`config.mk`:
```
export PLATFORM = sky130hd
export DESIGN_NAME = cdb_result_arbiter
export DESIGN_NICKNAME = d
export VERILOG_FILES = /design/src/rtl/cdb_result_arbiter.sv
export SDC_FILE = /design/constraint.sdc
export NUM_CORES = 1
export LEC_CHECK = 0
export CORE_MARGIN = 2
export CORE_UTILIZATION = 50
export DETAILED_ROUTE_END_ITERATION = 10
export PLACE_DENSITY = 0.82
export SLEW_MARGIN = 0
export SYNTH_ARGS = -nofsm -noshare
export SYNTH_HDL_FRONTEND = slang
export SYNTH_SLANG_ARGS = --single-unit
```
`constraint.sdc`:
```
create_clock -name clk_in -period 8.9 [get_ports clk_in]
set_input_delay 0.89 -clock clk_in [delete_from_list [all_inputs] [get_ports clk_in]]
set_output_delay 0.89 -clock clk_in [all_outputs]
set_load 0.05 [all_outputs]
```
`src/rtl/cdb_result_arbiter.sv`:
```
// Result-bus arbiter: buffers one completed result per execution pipe and
// broadcasts one per cycle in round-robin order on the common result bus.
// Latency 2 edges minimum (capture into slot, then win and register onto bus).
// Backpressure: per-pipe ready = slot empty or slot drained this cycle; the bus never stalls.
//
// Ports:
//   clk_in, reset_in            : clock (rising edge), async active-high reset
//   pipeN_valid/tag/data_in     : result offered by pipe N (N=1..4)
//   pipeN_ready_out             : pipe N holding slot can capture this cycle
//   cdb_valid/tag/data_out      : registered broadcast
//   cdb_grant_out               : one-hot source, bit3=pipe1 .. bit0=pipe4
//   cdb_src_sel_out             : encoded source, 0=pipe1 .. 3=pipe4
module cdb_result_arbiter #(
  parameter int unsigned DATA_W = 32,
  parameter int unsigned TAG_W  = 6
) (
  input  logic              clk_in,
  input  logic              reset_in,
  input  logic              pipe1_valid_in,
  input  logic [TAG_W-1:0]  pipe1_tag_in,
  input  logic [DATA_W-1:0] pipe1_data_in,
  output logic              pipe1_ready_out,
  input  logic              pipe2_valid_in,
  input  logic [TAG_W-1:0]  pipe2_tag_in,
  input  logic [DATA_W-1:0] pipe2_data_in,
  output logic              pipe2_ready_out,
  input  logic              pipe3_valid_in,
  input  logic [TAG_W-1:0]  pipe3_tag_in,
  input  logic [DATA_W-1:0] pipe3_data_in,
  output logic              pipe3_ready_out,
  input  logic              pipe4_valid_in,
  input  logic [TAG_W-1:0]  pipe4_tag_in,
  input  logic [DATA_W-1:0] pipe4_data_in,
  output logic              pipe4_ready_out,
  output logic              cdb_valid_out,
  output logic [TAG_W-1:0]  cdb_tag_out,
  output logic [DATA_W-1:0] cdb_data_out,
  output logic [3:0]        cdb_grant_out,
  output logic [1:0]        cdb_src_sel_out
);

  // Internally pipe N lives at index N-1.
  logic [3:0]        in_vld;
  logic [TAG_W-1:0]  in_tag [4];
  logic [DATA_W-1:0] in_dat [4];

  assign in_vld    = {pipe4_valid_in, pipe3_valid_in, pipe2_valid_in, pipe1_valid_in};
  assign in_tag[0] = pipe1_tag_in;
  assign in_tag[1] = pipe2_tag_in;
  assign in_tag[2] = pipe3_tag_in;
  assign in_tag[3] = pipe4_tag_in;
  assign in_dat[0] = pipe1_data_in;
  assign in_dat[1] = pipe2_data_in;
  assign in_dat[2] = pipe3_data_in;
  assign in_dat[3] = pipe4_data_in;

  logic [3:0]        slot_full;
  logic [TAG_W-1:0]  slot_tag [4];
  logic [DATA_W-1:0] slot_dat [4];
  logic [1:0]        rr_ptr;

  logic       gnt_any;
  logic [1:0] gnt_idx;
  logic [1:0] cand;
  logic [3:0] gnt_vec;
  logic [3:0] slot_rdy;
  logic [3:0] accept;

  // Scan from the pointer, wrapping; first full slot wins.
  always_comb begin
    gnt_any = 1'b0;
    gnt_idx = 2'd0;
    cand    = rr_ptr;
    for (int k = 0; k < 4; k++) begin
      cand = rr_ptr + 2'(k);
      if (!gnt_any && slot_full[cand]) begin
        gnt_any = 1'b1;
        gnt_idx = cand;
      end
    end
  end

  assign gnt_vec  = gnt_any ? (4'b0001 << gnt_idx) : 4'b0000;
  // A slot being drained this cycle can take a new result on the same edge.
  assign slot_rdy = ~slot_full | gnt_vec;
  assign accept   = in_vld & slot_rdy;

  assign pipe1_ready_out = slot_rdy[0];
  assign pipe2_ready_out = slot_rdy[1];
  assign pipe3_ready_out = slot_rdy[2];
  assign pipe4_ready_out = slot_rdy[3];

  always_ff @(posedge clk_in or posedge reset_in) begin
    if (reset_in) begin
      slot_full <= 4'b0000;
      rr_ptr    <= 2'd0;
      for (int i = 0; i < 4; i++) begin
        slot_tag[i] <= '0;
        slot_dat[i] <= '0;
      end
    end else begin
      for (int i = 0; i < 4; i++) begin
        if (accept[i]) begin
          slot_full[i] <= 1'b1;
          slot_tag[i]  <= in_tag[i];
          slot_dat[i]  <= in_dat[i];
        end else if (gnt_vec[i]) begin
          slot_full[i] <= 1'b0;
        end
      end
      if (gnt_any) begin
        rr_ptr <= gnt_idx + 2'd1;
      end
    end
  end

  // Broadcast register; tag/data hold when idle since consumers qualify with valid.
  always_ff @(posedge clk_in or posedge reset_in) begin
    if (reset_in) begin
      cdb_valid_out   <= 1'b0;
      cdb_tag_out     <= '0;
      cdb_data_out    <= '0;
      cdb_grant_out   <= 4'b0000;
      cdb_src_sel_out <= 2'b00;
    end else begin
      cdb_valid_out   <= gnt_any;
      cdb_grant_out   <= {gnt_vec[0], gnt_vec[1], gnt_vec[2], gnt_vec[3]};
      cdb_src_sel_out <= gnt_any ? gnt_idx : 2'b00;
      if (gnt_any) begin
        cdb_tag_out  <= slot_tag[gnt_idx];
        cdb_data_out <= slot_dat[gnt_idx];
      end
    end
  end

endmodule
```
==> impl_metrics.toml, run 1 <==
[clocking]
post_cts_buffers = 0
cts.htree.levels = 1
clockRootBuffer = "clkbuf_16"
cts_tree = "done"
clkTransAtPathRegs_ns = 0.06
cts_hold_buf = 0
clk_latency_ns = 0.50
max-clock-path-buffers = 3
cts-resized-gates = 0
cts_sinks = 203
cts_buffers = 22

[timing]
rsz0062_at_grt = "no"
finalMaxSlewViolations = 0
tightest_slew_ns = 1.14
fin_setup_tns_ns = 0
hold_violations = 0
fmax_mhz = 254
min_period_ns = 3.93
finClkSkew_ns = 0.0142
report.final.setup_viol = 0
post-route-period-util = 0.442
hold_slack_ns = 0.493
max-slew-margin-rel = 0.235

[logic_synthesis]
mappedNetlistArea_um2 = 8720
synthCells = 632
synth.yosys.seq_area_share = 0.582
avgSynthCellArea_um2 = 13.8
synth_fp_nets = 790
ys_types = 38
yosysWarnings = 0
synth-seq-cells = 203

[outcome]
status = "finished, final reports clean"

[critical_path]
path_class = "register to primary output"
worstPathMaxFanout = 14
crit_slowest_cell = "clkdlybuf4s50_1"
ff2ff_setup_slack_ns = 5.75
cp-start-kind = "register"
path_cells = "nor2_2, a21oi_1, o21ai_2, nand2b_1, clkdlybuf4s50_1"
cp.arrival_ns = 3.04
worst_ep_required_time_ns = 8.01
endpoint_kind = "primary output"
critPathMaxStageDelay_ns = 0.85

[drt]
drcViolationCount = 0
first_iter_violations = 359
drt_first_pass_iters = 5
dr_total_vias = 6039
wirelength_mm = 22.5
viasPerCell = 5.70
wl_per_cell_um = 21.3
ant_nets = 0

[power]
cellLeakagePower_uw = 0.00489
irDropWorstVdd_uv = 298
power_density_nw_per_um2 = 430

[finish]
layout.nets = 978
fin_area_um2 = 11600
area_growth_pct = 33.2
drive_gt1_frac = 0.204
antenna_cells = 0

[floorplanning]
ios = 207
die-area_um2 = 18500
die-width_um = 136
fp-row-count = 48
core-area_um2 = 17200
initial_utilization = 0.508
die_h_um = 136

[placement]
port-buffer-count = 206
placed_area_um2 = 10900
place.gp.congestion = 0.836
dpl.hpwl_mm = 14.9

[run]
maxCapViolCount = 0

[min_path]
hold_class = "register to register"

[grt]
antenna_found_initial = 0
grt_pass1_wl_mm = 35.3
track_usage = 0.248
grt_overflow = 0
grt_max_degree = 118
first_global_vias = 6501
-- registers in the layout, summed over array words and instances (netlist names) --
register         cells
rr_ptr               2
cdb_valid_out        1
cdb_src_sel_out      2
slot_tag            24
cdb_grant_out        4
cdb_tag_out          6
slot_dat           128
cdb_data_out        32
slot_full            4
-- through the flow --
step / power [uW] / util / cells / worst slack [ns]
floorplan: 3410 / - / 632 / 2.47
global placement: 3990 / 0.635 / 1021 / 5.59
detailed placement: 4110 / 0.635 / 1021 / 5.52
CTS: 5020 / 0.676 / 1059 / 4.99
global route: 5250 / 0.676 / 1059 / 4.89
finish: 4990 / 0.676 / 1059 / 4.97
-- Yosys cell counts, drive strengths merged --
| cell type | n | share of area |
|---|---|---|
| a221oi | 38 | 0.038 |
| mux2 | 152 | 0.20 |
| o21ai | 17 | 0.011 |
| a21o | 2 | 0.0017 |
| nor2b | 1 | 0.00072 |
| and2b | 1 | 0.00086 |
| nand2b | 9 | 0.0073 |
| a21oi | 19 | 0.011 |
| nor3b | 1 | 0.00086 |
| or2 | 1 | 0.00072 |
| dfrtp | 203 | 0.58 |
| buf | 32 | 0.027 |
| o32ai | 2 | 0.0029 |
| mux2i | 28 | 0.032 |
| nor4 | 1 | 0.0014 |
| and2 | 2 | 0.0017 |
| inv | 7 | 0.0030 |
| and4 | 11 | 0.011 |
| o22ai | 28 | 0.020 |
| nor2 | 42 | 0.018 |
| nand2 | 3 | 0.0013 |
| o221a | 1 | 0.0013 |
| clkbuf | 18 | 0.0077 |
| o31a | 11 | 0.011 |
| nor3 | 2 | 0.0017 |
-- critical path: cells and delay by family (launching register included) --
kind	cells	cell delay, ns
simple gates	2	0.41
flops	1	0.58
compound gates	2	0.72
buf+inv	1	0.85
-- layer usage --
| layer | vias to the layer above | wire length, um | track usage |
|---|---|---|---|
| li1 | 2706 | - | - |
| met1 | 3054 | 9480 | 0.329 |
| met2 | 235 | 11100 | 0.423 |
| met3 | 44 | 1260 | 0.0343 |
| met4 | 0 | 717 | 0.0833 |
| met5 | - | 0 | 0 |
-- kinds of logic (layout without fill, tap and decap cells) --
family / Yosys count / after routing / share of synthesized area
buffers and inverters: 57 / 259 / 0.0377
AND/OR/NAND/NOR: 74 / 74 / 0.0461
multiplexers: 180 / 180 / 0.237
flip-flops: 203 / 203 / 0.582
AO/OA/AOI/OAI: 118 / 118 / 0.0967
-- cells in the final DEF, fill, tap and decap left out, types with 5 or more instances in the layout --
cell type          n
a21oi_1           19
a221oi_1          38
and4_1            11
buf_4              8
clkbuf_1           8
clkbuf_16         23
clkbuf_8           5
clkdlybuf4s50_1  206
dfrtp_1          203
mux2_1            38
mux2_2            94
mux2_4            20
mux2i_1           28
nand2b_1           8
nor2_1            41
o21ai_0           10
o22ai_1           28
o31a_1            11
-- final cells by class --
type	instances	area, um^2
Fill cell	1224	5560
Sequential cell	203	5080
Multi-Input combinational cell	372	3390
Timing Repair Buffer	214	2120
Clock buffer	36	674
Tap cell	225	282
Clock inverter	2	35.0
Inverter	7	33.8
-- power breakdown --
group,total (uW),internal [uW],switching (uW)
combinational,2390,1080,1300
clock,892,543,349
sequential,1710,1420,296
-- path summary, 6_finish.rpt --
check,end,start,depth (start not counted)
min in group asynchronous,slot_dat[63],reset_in,2
worst min register to register,slot_dat[113],slot_dat[113],1
worst min-delay path,slot_dat[113],slot_dat[113],1
worst max-delay path,pipe3_ready_out,slot_full[3],5
max in group asynchronous,cdb_data_out[8],reset_in,3
worst max register to register,slot_tag[22],slot_full[3],7
Power figures use the tool's default switching activity.
==> inputs of run 2 (changes only) <==
Clock period 8.9 ns to 3.9 ns, I/O delays scaled along.
==> impl_metrics.toml, run 2 (synthesized netlist as in run 1, its figures left out) <==
[outcome]
status = "finished, final reports clean"

[clocking]
cts_hold_buf = 0
cts_sinks = 203
cts_buffers = 21
cts_tree = "done"
cts.htree.levels = 1
post_cts_buffers = 0
clockRootBuffer = "clkbuf_16"
clk_latency_ns = 0.50
cts-resized-gates = 0
max-clock-path-buffers = 3
clkTransAtPathRegs_ns = 0.06

[grt]
antenna_found_initial = 1
grt_pass1_wl_mm = 35.9
grt_overflow = 0
track_usage = 0.249
grt_max_degree = 92
grtUsageMet1 = 0.303
first_global_vias = 6715
busiest_layer = "met2"
met3_usage = 0.0485
met2_usage = 0.442

[floorplanning]
die-area_um2 = 18500
die-width_um = 136
die_h_um = 136
ios = 207
core-area_um2 = 17200
initial_utilization = 0.508
fp-row-count = 48

[finish]
layout_common_cells = "206 x clkdlybuf4s50_1, 203 x dfrtp_1, 94 x mux2_2"
n_fill_cell = 1207
drive_gt1_frac = 0.211
reg.largest.list = "slot_dat x128, cdb_data_out x32, slot_tag x24"
fin_area_um2 = 11700
regArea_um2 = 5080
layout.nets = 981
multi_input_area_um2 = 3390
final_common_cell = "clkdlybuf4s50_1"
largest_reg_flops = 128
regMostFlops = "slot_dat"
area_growth_pct = 33.6

[drt]
drt_first_pass_iters = 5
ant_nets = 0
wirelength_mm = 23.0
viasPerCell = 5.76
drcViolationCount = 0
dr_total_vias = 6125
first_iter_violations = 372
wl_per_cell_um = 21.7

[timing]
fmax_mhz = 287
fin_setup_tns_ns = 0
rsz0062_at_grt = "no"
hold_violations = 0
min_period_ns = 3.48
post-route-period-util = 0.893
tightest_slew_ns = 1.12
finalMaxSlewViolations = 0
setup_slack_ns = 0.417
report.final.setup_viol = 0
max-slew-margin-rel = 0.252
finClkSkew_ns = 0.0145

[critical_path]
worstPathMaxFanout = 14
r2r_cells = 6
critPathMaxStageDelay_ns = 0.87
path_cells = "nor2_2, a21oi_1, o21ai_2, nand2b_1, clkdlybuf4s50_1"
crit_slowest_cell = "clkdlybuf4s50_1"
path_buf_inv = 1
cp-start-kind = "register"
worst_ep_required_time_ns = 3.51
cp.arrival_ns = 3.09
crit_cells = 5
path_class = "register to primary output"
path_delay_family = "buffers and inverters"
endpoint_kind = "primary output"

[placement]
placed_area_um2 = 11000
dpl_worst_slack_ns = 0.975
dpl.hpwl_mm = 15.3
port-buffer-count = 206
place.gp.congestion = 0.868

[power]
power_density_nw_per_um2 = 976
cellLeakagePower_uw = 0.00491
irDropWorstVdd_uv = 464

[run]
maxCapViolCount = 0

[min_path]
hold_class = "primary input to asynchronous set/reset pin"
-- run 2: cell type report --
type | instances | area share
Sequential cell | 203 | 0.436
Timing Repair Buffer | 218 | 0.187
Clock inverter | 5 | 0.00462
Multi-Input combinational cell | 372 | 0.291
Antenna cell | 1 | 0.000215
Clock buffer | 32 | 0.0546
Tap cell | 225 | 0.0242
Inverter | 7 | 0.00258
-- run 2: report_power, final --
part / internal, uW / leakage, uW / total [uW] / switching [uW]
Sequential: 3230 / 0.00239 / 3910 / 678
Clock: 1190 / 0.000344 / 1990 / 797
Combinational: 2500 / 0.00217 / 5480 / 2980
Total: 6920 / 0.00491 / 11400 / 4460
-- run 2: path summary, 6_finish.rpt --
check / from / to / slack (ns)
min reg2reg: slot_dat[112] / slot_dat[112] / 0.49
min in group clk_in: pipe3_data_in[1] / slot_dat[33] / 0.47
max in group asynchronous: reset_in / rr_ptr[0] / 2.63
max: slot_full[3] / pipe3_ready_out / 0.42
min: reset_in / cdb_data_out[25] / 0.36
max reg2reg: slot_full[3] / slot_tag[19] / 0.95
-- run 2: metrics by stage --
stage | utilization | hold slack, ns | instances | power (uW)
6_report | 0.678 | 0.365 | 1063 | 11400
5_1_grt | 0.678 | 0.430 | 1063 | 12000
2_1_floorplan | - | 0.464 | 632 | 7790
3_5_place_dp | 0.638 | 0.481 | 1025 | 9380
3_3_place_gp | 0.638 | 0.474 | 1025 | 9120
4_1_cts | 0.678 | 0.374 | 1062 | 11400
-- run 2: layer usage --
metal,part of all wire,up-vias,routed length (um)
met5,0,-,0
met4,0.028,0,641
met3,0.068,50,1580
met2,0.52,249,11900
met1,0.39,3121,8870
li1,-,2705,-
==> inputs of run 3 (changes only) <==
Settings changed: REMOVE_ABC_BUFFERS from default to 1, TNS_END_PERCENT from default to 100.
==> impl_metrics.toml, run 3 (synthesized netlist as in run 1, its figures left out) <==
[placement]
place.gp.congestion = 0.864
dpl.hpwl_mm = 15.3
port-buffer-count = 206
dp.cells = 1026
dpl_worst_slack_ns = 0.863

[floorplanning]
ios = 207
die_h_um = 136
fp-row-count = 48
die-width_um = 136
core-area_um2 = 17200
initial_utilization = 0.508
die-area_um2 = 18500

[finish]
layout.nets = 983
regMostFlops = "slot_dat"
area_growth_pct = 33.4
drive_gt1_frac = 0.203
layout_common_cells = "206 x clkdlybuf4s50_1, 203 x dfrtp_1, 94 x mux2_2"
reg.largest.list = "slot_dat x128, cdb_data_out x32, slot_tag x24"
final_common_cell = "clkdlybuf4s50_1"
stdcell_count = 1061
regArea_um2 = 5080
antenna_cells = 0
multi_input_area_um2 = 3380
n_fill_cell = 1216
largest_reg_flops = 128

[min_path]
hold_class = "primary input to asynchronous set/reset pin"

[drt]
ant_nets = 0
drt_first_pass_iters = 5
dr_total_vias = 6137
drcViolationCount = 0
first_iter_violations = 487
wl_per_cell_um = 21.3
wirelength_mm = 22.6
viasPerCell = 5.78

[timing]
report.final.setup_viol = 0
setup_slack_ns = 0.444
rsz0062_at_grt = "no"
fin_setup_tns_ns = 0
max-slew-margin-rel = 0.260
finalMaxSlewViolations = 0
hold_slack_ns = 0.407
tightest_slew_ns = 1.11
post-route-period-util = 0.886
finClkSkew_ns = 0.0211
fmax_mhz = 289
min_period_ns = 3.46
hold_violations = 0

[power]
power.total_uw = 11300
switching_share = 0.392
power_frac_seq = 0.346
pwr-share-clk = 0.168
switching_power_uw = 4450
comb_power_share = 0.486
power_density_nw_per_um2 = 975
cellLeakagePower_uw = 0.00490
p_int_uw = 6900
irDropWorstVdd_uv = 780

[clocking]
cts_buffers = 22
cts_hold_buf = 0
max-clock-path-buffers = 3
clkTransAtPathRegs_ns = 0.06
post_cts_buffers = 0
cts-resized-gates = 0
cts_tree = "done"
clockRootBuffer = "clkbuf_16"
cts_sinks = 203
clk_latency_ns = 0.49
cts.htree.levels = 1

[grt]
antenna_found_initial = 0
grt_pass1_wl_mm = 35.6
grt_overflow = 0
track_usage = 0.248
first_global_vias = 6543
grt_max_degree = 103

[critical_path]
cp.arrival_ns = 3.07
path_class = "register to primary output"
endpoint_kind = "primary output"
worst_ep_required_time_ns = 3.51
cp-start-kind = "register"
worstPathMaxFanout = 16
r2r_cells = 7

[outcome]
status = "finished, final reports clean"

[run]
maxCapViolCount = 0
## run 3: routing by layer
layer,track usage,vias up,routed length [um]
met2,0.419,262,11300
met4,0.0689,0,535
li1,-,2707,-
met3,0.0425,40,1470
met5,0,-,0
met1,0.331,3128,9260
## run 3: cell type report
| class | instances | share of cell area |
|---|---|---|
| clock buffers | 33 | 0.0544 |
| clock inverters | 2 | 0.00140 |
| inverters | 7 | 0.00290 |
| multi-input cells | 372 | 0.291 |
| flip-flops and latches | 203 | 0.437 |
| well taps | 225 | 0.0242 |
| repair buffers | 219 | 0.190 |
## run 3: power groups by stage
stage                     Combinational (uW)  Clock, uW  Sequential, uW
after CTS                               5530       1940            3910
final                                   5510       1900            3920
after floorplan                         3090          0            4490
after global routing                    5880       2030            4050
after detailed placement                5480          0            3920
after global placement                  5320          0            3850
## run 3: path summary, 6_finish.rpt
path / startpoint / slack, ns / endpoint
max: slot_full[3] / 0.44 / pipe1_ready_out
min: reset_in / 0.41 / slot_dat[31]
max reg2reg: slot_full[3] / 0.79 / slot_dat[111]
min reg2reg: slot_dat[15] / 0.49 / slot_dat[15]
max in group asynchronous: reset_in / 2.52 / slot_dat[42]
min in group clk_in: pipe1_data_in[2] / 0.49 / slot_dat[98]
## run 3: worst max-delay path: stages (launching register included)
cell and delay [ns]:
dfrtp_1 0.71, and2b_1 0.27, mux2i_1 0.22, o32ai_4 0.27
or2_2 0.39, clkdlybuf4s50_1 0.71
## run 3: per-stage QoR
| step | cell area [um^2] | utilization |
|---|---|---|
| 2_1_floorplan | 8420 | - |
| 3_3_place_gp | 11000 | 0.640 |
| 3_5_place_dp | 11000 | 0.640 |
| 4_1_cts | 11600 | 0.677 |
| 5_1_grt | 11600 | 0.677 |
| 6_report | 11600 | 0.677 |
